==> src/rtl/int_mul_pkg.sv <==
// rtl/int_mul_pkg.sv - shared types and constants for the sequential integer multiplier
//
// Contents:
//   mul_op_e      : multiply variant, encoded as funct3[1:0]
//   mul_state_e   : control FSM states
//   MUL_XLEN_DEF  : default operand width
//   MUL_CNT_W     : step-counter width for the default width, $clog2(XLEN+1)
//
// Optional feature macro: MUL_EARLY_EXIT_EN (used by int_mul_seq / int_mul_fix)

package int_mul_pkg;

    typedef enum logic [1:0] {
        MUL_OP_MUL    = 2'd0,
        MUL_OP_MULH   = 2'd1,
        MUL_OP_MULHSU = 2'd2,
        MUL_OP_MULHU  = 2'd3
    } mul_op_e;

    typedef enum logic [1:0] {
        ST_IDLE = 2'd0,
        ST_CALC = 2'd1,
        ST_FIX  = 2'd2,
        ST_DONE = 2'd3
    } mul_state_e;

    localparam int MUL_XLEN_DEF = 32;
    localparam int MUL_CNT_W    = $clog2(MUL_XLEN_DEF + 1);

endpackage

==> src/rtl/int_mul_fix.sv <==
// rtl/int_mul_fix.sv - product sign fix-up and half select for the sequential multiplier
//
// Purely combinational.
// Ports:
//   i_prod   [2*XLEN-1:0] unsigned magnitude product from the shift register
//   i_count  [CNT_W-1:0]  steps actually performed (MUL_EARLY_EXIT_EN only)
//   i_neg                 negate the product (operand signs differ)
//   i_op                  multiply variant; MUL selects the low half, all others the high half
//   o_result [XLEN-1:0]   selected half of the signed/unsigned product
//
// Optional feature macro: MUL_EARLY_EXIT_EN adds the right-alignment shifter.

module int_mul_fix
    import int_mul_pkg::*;
#(
    parameter int XLEN = MUL_XLEN_DEF
`ifdef MUL_EARLY_EXIT_EN
    ,
    parameter int CNT_W = $clog2(XLEN + 1)
`endif
) (
    input  logic [2*XLEN-1:0] i_prod,
`ifdef MUL_EARLY_EXIT_EN
    input  logic [CNT_W-1:0]  i_count,
`endif
    input  logic              i_neg,
    input  mul_op_e           i_op,
    output logic [XLEN-1:0]   o_result
);

    logic [2*XLEN-1:0] mag;
    logic [2*XLEN-1:0] prod_signed;

    always_comb begin
`ifdef MUL_EARLY_EXIT_EN
        // After an early exit the product still sits (XLEN - count) places too
        // far left; the skipped steps would only have shifted in zeros.
        mag = i_prod >> (CNT_W'(XLEN) - i_count);
`else
        mag = i_prod;
`endif
        // Two's-complement negate over the full 2*XLEN width; -0 stays 0.
        prod_signed = i_neg ? ('0 - mag) : mag;
        o_result    = (i_op == MUL_OP_MUL) ? prod_signed[XLEN-1:0]
                                           : prod_signed[2*XLEN-1:XLEN];
    end

endmodule

==> src/rtl/int_mul_seq.sv <==
// rtl/int_mul_seq.sv - multi-cycle shift-add multiplier (MUL/MULH/MULHSU/MULHU)
//
// Ports:
//   i_clk, i_rst_n       clock, synchronous active-low reset
//   i_valid, o_ready     request handshake; accepted when both high (o_ready only in IDLE)
//   i_op [1:0]           00 MUL, 01 MULH, 10 MULHSU, 11 MULHU
//   i_a, i_b [XLEN-1:0]  rs1 multiplicand, rs2 multiplier
//   o_valid, i_ready     result handshake; consumed when both high in DONE
//   o_result [XLEN-1:0]  selected product half, held until the next FIX
//
// Optional feature macro: MUL_EARLY_EXIT_EN - stop CALC once the remaining
// multiplier bits are zero; results are identical, only latency changes.

module int_mul_seq
    import int_mul_pkg::*;
#(
    parameter int XLEN = MUL_XLEN_DEF
) (
    input  logic            i_clk,
    input  logic            i_rst_n,
    input  logic            i_valid,
    output logic            o_ready,
    input  logic [1:0]      i_op,
    input  logic [XLEN-1:0] i_a,
    input  logic [XLEN-1:0] i_b,
    output logic            o_valid,
    input  logic            i_ready,
    output logic [XLEN-1:0] o_result
);

    localparam int CNT_W = (XLEN == MUL_XLEN_DEF) ? MUL_CNT_W : $clog2(XLEN + 1);

    mul_state_e      state;
    mul_op_e         op_q;
    logic            neg_q;
    logic [XLEN-1:0] a_mag;
    // Shift register {acc, mplr}: acc collects the high partial product,
    // mplr starts as |b| and fills with low product bits as it shifts right.
    logic [XLEN-1:0] acc;
    logic [XLEN-1:0] mplr;
    logic [CNT_W-1:0] count;
`ifdef MUL_EARLY_EXIT_EN
    logic [XLEN-1:0] b_rem;
`endif

    mul_op_e         op_in;
    logic            a_neg_in;
    logic            b_neg_in;
    logic [XLEN-1:0] a_mag_in;
    logic [XLEN-1:0] b_mag_in;
    logic [XLEN:0]   sum;
    logic            last_step;
    logic [XLEN-1:0] fix_result;

    always_comb begin
        op_in    = mul_op_e'(i_op);
        a_neg_in = ((op_in == MUL_OP_MULH) || (op_in == MUL_OP_MULHSU)) && i_a[XLEN-1];
        b_neg_in = (op_in == MUL_OP_MULH) && i_b[XLEN-1];
        // Magnitude of -2^(XLEN-1) wraps to 2^(XLEN-1), which is correct unsigned.
        a_mag_in = a_neg_in ? ('0 - i_a) : i_a;
        b_mag_in = b_neg_in ? ('0 - i_b) : i_b;

        sum = mplr[0] ? ({1'b0, acc} + {1'b0, a_mag}) : {1'b0, acc};

        last_step = (count == CNT_W'(XLEN - 1));
`ifdef MUL_EARLY_EXIT_EN
        // Bit 0 is consumed this cycle; if nothing above it is set, stop.
        if (b_rem[XLEN-1:1] == '0) begin
            last_step = 1'b1;
        end
`endif
    end

    int_mul_fix #(
        .XLEN (XLEN)
`ifdef MUL_EARLY_EXIT_EN
        ,
        .CNT_W(CNT_W)
`endif
    ) u_fix (
        .i_prod  ({acc, mplr}),
`ifdef MUL_EARLY_EXIT_EN
        .i_count (count),
`endif
        .i_neg   (neg_q),
        .i_op    (op_q),
        .o_result(fix_result)
    );

    always_ff @(posedge i_clk) begin
        if (!i_rst_n) begin
            state    <= ST_IDLE;
            op_q     <= MUL_OP_MUL;
            neg_q    <= 1'b0;
            a_mag    <= '0;
            acc      <= '0;
            mplr     <= '0;
            count    <= '0;
`ifdef MUL_EARLY_EXIT_EN
            b_rem    <= '0;
`endif
            o_valid  <= 1'b0;
            o_ready  <= 1'b1;
            o_result <= '0;
        end else begin
            case (state)
                ST_IDLE: begin
                    if (i_valid) begin
                        op_q    <= op_in;
                        neg_q   <= a_neg_in ^ b_neg_in;
                        a_mag   <= a_mag_in;
                        acc     <= '0;
                        mplr    <= b_mag_in;
                        count   <= '0;
`ifdef MUL_EARLY_EXIT_EN
                        b_rem   <= b_mag_in;
`endif
                        o_ready <= 1'b0;
                        state   <= ST_CALC;
                    end
                end
                ST_CALC: begin
                    // Add-then-shift: the carry out of the add lands in acc's MSB.
                    acc   <= sum[XLEN:1];
                    mplr  <= {sum[0], mplr[XLEN-1:1]};
                    count <= count + CNT_W'(1);
`ifdef MUL_EARLY_EXIT_EN
                    b_rem <= b_rem >> 1;
`endif
                    if (last_step) begin
                        state <= ST_FIX;
                    end
                end
                ST_FIX: begin
                    o_result <= fix_result;
                    o_valid  <= 1'b1;
                    state    <= ST_DONE;
                end
                ST_DONE: begin
                    if (i_ready) begin
                        o_valid <= 1'b0;
                        o_ready <= 1'b1;
                        state   <= ST_IDLE;
                    end
                end
                default: begin
                    state <= ST_IDLE;
                end
            endcase
        end
    end

endmodule

==> config.mk <==
export PLATFORM = sky130hd
export DESIGN_NAME = int_mul_seq
export DESIGN_NICKNAME = d
export VERILOG_FILES = /design/src/rtl/int_mul_pkg.sv /design/src/rtl/int_mul_fix.sv /design/src/rtl/int_mul_seq.sv
export SDC_FILE = /design/constraint.sdc
export NUM_CORES = 1
export LEC_CHECK = 0
export ABC_AREA = 1
export BUFFER_PORTS_ARGS = -buffer_cell sky130_fd_sc_hd__clkbuf_2
export CAP_MARGIN = 20
export CELL_PAD_IN_SITES_DETAIL_PLACEMENT = 0
export CELL_PAD_IN_SITES_GLOBAL_PLACEMENT = 1
export CORE_MARGIN = 2
export CORE_UTILIZATION = 45
export DETAILED_ROUTE_END_ITERATION = 8
export HOLD_SLACK_MARGIN = 0.1
export PLACE_DENSITY = 0.95
export SLEW_MARGIN = 0
export SYNTH_ARGS = -nofsm -noshare
export SYNTH_HDL_FRONTEND = slang
export SYNTH_HIERARCHICAL = 1
export SYNTH_SLANG_ARGS = --single-unit
==> constraint.sdc <==
create_clock -name i_clk -period 3.4 [get_ports i_clk]
set_clock_uncertainty 0.15 [all_clocks]
set_input_delay 0 -clock i_clk [delete_from_list [all_inputs] [get_ports i_clk]]
set_output_delay 0 -clock i_clk [all_outputs]
set_load 0.03 [all_outputs]
==> summary.txt <==
initial DRC count - 1,326
Max Freq - 0.320 GHz
Peak supply drop - 435 uV
drt via density - 5.39
wire length on met1 - 19,800 um
leading cell types in the layout, fill and taps excluded - nand2_1 (643), nor2_1 (414), inv_1 (254), nand3_1 (192), a21oi_1 (140)
largest net degree at the start of global routing - 74
gpl congestion - 0.973
Hold Fails Final Rpt - 0
crit path max fanout - 18
average cell area after synthesis - 5.58 um2
Internal Power - 0.00511 W
Mapped Cells - 2,264
reg2reg end - mplr[25]
Finish-stage setup viols - 0
area grow syn2layout - 18.8%
routed wire length - 46,800 um
Vias - 15,200
power per cell area - 734 nW/um2
sw frac - 53.7%
drc violations - 0
slew margin rel. - 40.8%
crit end category - flip-flop
Final Max Tran Viols - 0
maximum buffer depth of the clock tree - 2
first-pass GRT wire length - 72,200 um
Remaining Overflow, GRT - 0
Final period util - 91.9%
unrepaired setup endpoints after global routing - false
Clk pwr share - 16.6%
Worst-Margin Slew - 886 ps
CP required - 3600 ps
initial core utilization - 45.6%
n_diodes - 0
EDFF count, synth - 0
Logic pwr share - 59.0%
TritonCTS clock tree - done
Max Used Layer - met4
vias in the first global route - 13,900
IO buf count - 103
Design Area, Final - 15,000 um2
Worst-Skew Late Latency - 440 ps
Worst Setup EP - a_mag[28]
placed instance area - 13,400 um2
flop2flop setup slack - 760 ps
most common cell after layout, fill and taps aside - nand2_1
Die Ht - 171 um
flops & latches, synth - 141
ports placed on the boundary - 104
Num CTS Buffers - 17
reg-to-reg critical path startpoint - state[1]
Unique masters post-synth - 48
Synth Warn # - 6
Overall Global Routing Usage - 31.5%
Min Clock Period, post-route - 3120 ps
drt wl/cell - 16.6 um
crit path launch - i_op[0]
run status - finished, final reports clean
register area share after synthesis - 22.4%
TNS Setup - 0 ps
H-tree levels - 4
Nets - 2,543
full die area - 29,400 um2
Reg clk slew, reported paths - 70 ps
Pleak - 7.51 nW
cells on worst reg2reg path - 9
Worst EP arrival - 3320 ps
WL met2 - 22,100 um
Post-synth top flop - dfxtp_1
Async SR Flop Fraction - 0%
Rows - 61
post-route ant nets - 0
switching power - 0.00591 W
crit path kind - input port to flip-flop
Syn Nets - 2,376
drt first pass iters - 6
Mapped Area - 12,600 um2
worst min-delay path class - input port to flip-flop
antenna violations before repair - 0
DP HPWL - 35,400 um
CTS Root Cell - clkbuf_16
Die W - 171 um
# fillers - 2,855
MaxCap Viol Count - 0
CP Launch Type - input port
Core Area - 27,700 um2
Reg power frac - 24.4%
met3 routed WL - 2930 um
share of layout cells above drive strength 1 - 9.49%
Clock Sinks - 141
[timing repair]
| action | in CTS | in global routing |
|---|---|---|
| buffers inserted | 0 | 0 |
| setup endpoints to repair | 0 | 1 |
| hold endpoints to repair | 75 | 0 |
| resized for setup | 0 | 1 |
| hold buffers | 102 | 0 |
[cell families after synthesis]
logic type               Yosys count  share of synthesized area (%)
XOR/XNOR                          42                           2.91
buffers and inverters            342                           10.6
AND/OR/NAND/NOR                 1356                           45.1
AO/OA/AOI/OAI                    341                           14.8
adder cells (fa/ha/maj)           42                           4.22
flip-flops                       141                           22.4
[registers in the layout, summed over array words and instances, names as in the netlist]
name	count
op_q	2
mplr	32
a_mag	32
acc	32
o_result	32
count	6
o_ready	1
state	2
neg_q	1
o_valid	1
[power by group through the flow]
stage / registers [W] / clock network [W] / logic (W)
6_report: 0.00269 / 0.00183 / 0.00650
5_1_grt: 0.00272 / 0.00191 / 0.00718
2_1_floorplan: 0.00269 / 0 / 0.00438
4_1_cts: 0.00267 / 0.00184 / 0.00635
3_3_place_gp: 0.00269 / 0 / 0.00609
3_5_place_dp: 0.00270 / 0 / 0.00616
[worst min path at each step]
stage                 start        end  slack (ps)  cells past startpoint
finish               i_b[1]    mplr[1]         130                      7
global route         i_b[1]    mplr[1]         220                      7
CTS                  i_b[1]    mplr[1]         130                      7
detailed placement  i_op[1]    op_q[1]         130                      3
global placement    i_op[1]    op_q[1]         110                      3
floorplan           i_a[17]  a_mag[17]        0.08                      2
[per-stage QoR]
stage	util (%)	power (W)	setup slack [ps]	hold WS [ps]	instances
after detailed placement	48.4	0.00886	973	133	2687
after global routing	54.1	0.0118	75.7	218	2822
after global placement	48.4	0.00878	962	113	2687
after CTS	54.1	0.0109	117	134	2821
final	54.1	0.0110	275	132	2822
after floorplan	-	0.00707	1370	0.0757	2264
[cell usage after synthesis, drive strengths merged, types with 2 or more instances]
master / count / share of area (%)
o221ai: 3 / 0.21
xor2: 36 / 2.5
xnor2: 6 / 0.42
o21bai: 7 / 0.45
nor2: 437 / 14
and2: 4 / 0.20
nor4: 2 / 0.099
nor3b: 2 / 0.16
o211ai: 18 / 1.1
nand3: 201 / 8.4
nand2: 659 / 20
nand3b: 7 / 0.42
a21oi: 141 / 5.6
inv: 265 / 7.9
o21ai: 160 / 6.8
buf: 37 / 1.5
nor3: 16 / 0.63
o31ai: 2 / 0.12
or2: 7 / 0.35
dfxtp: 141 / 22
clkbuf: 39 / 1.2
nand4: 21 / 1.0
a31oi: 6 / 0.30
ha: 41 / 4.1
[final cells by class]
type / instances / area, um2 / share of cell area (%)
Clock buffer: 18 / 439 / 2.93
Inverter: 266 / 1000 / 6.68
Timing Repair inverter: 1 / 5.00 / 0.0334
Multi-Input combinational cell: 1781 / 8460 / 56.4
Timing Repair Buffer: 223 / 1670 / 11.1
Tap cell: 378 / 473 / 3.15
Clock inverter: 14 / 121 / 0.809
Sequential cell: 141 / 2830 / 18.8
[worst max-delay path, stage by stage]
cell and delay, ps:
dlygate4sd3_1 550, clkbuf_2 130, ha_1 360, nor2_4 360, buf_4 330, nand2_1 110, nand3_1 90, dlygate4sd3_1 540
nand2_1 40, o21ai_0 160, dlygate4sd3_1 590, inv_1 40
[metal layers]
metal	vias up	GRT usage [%]
met5	-	0
met4	0	14.3
met3	107	4.56
met2	573	53.9
met1	6956	39.0
li1	7577	-
(Power assumes the default switching activity.)
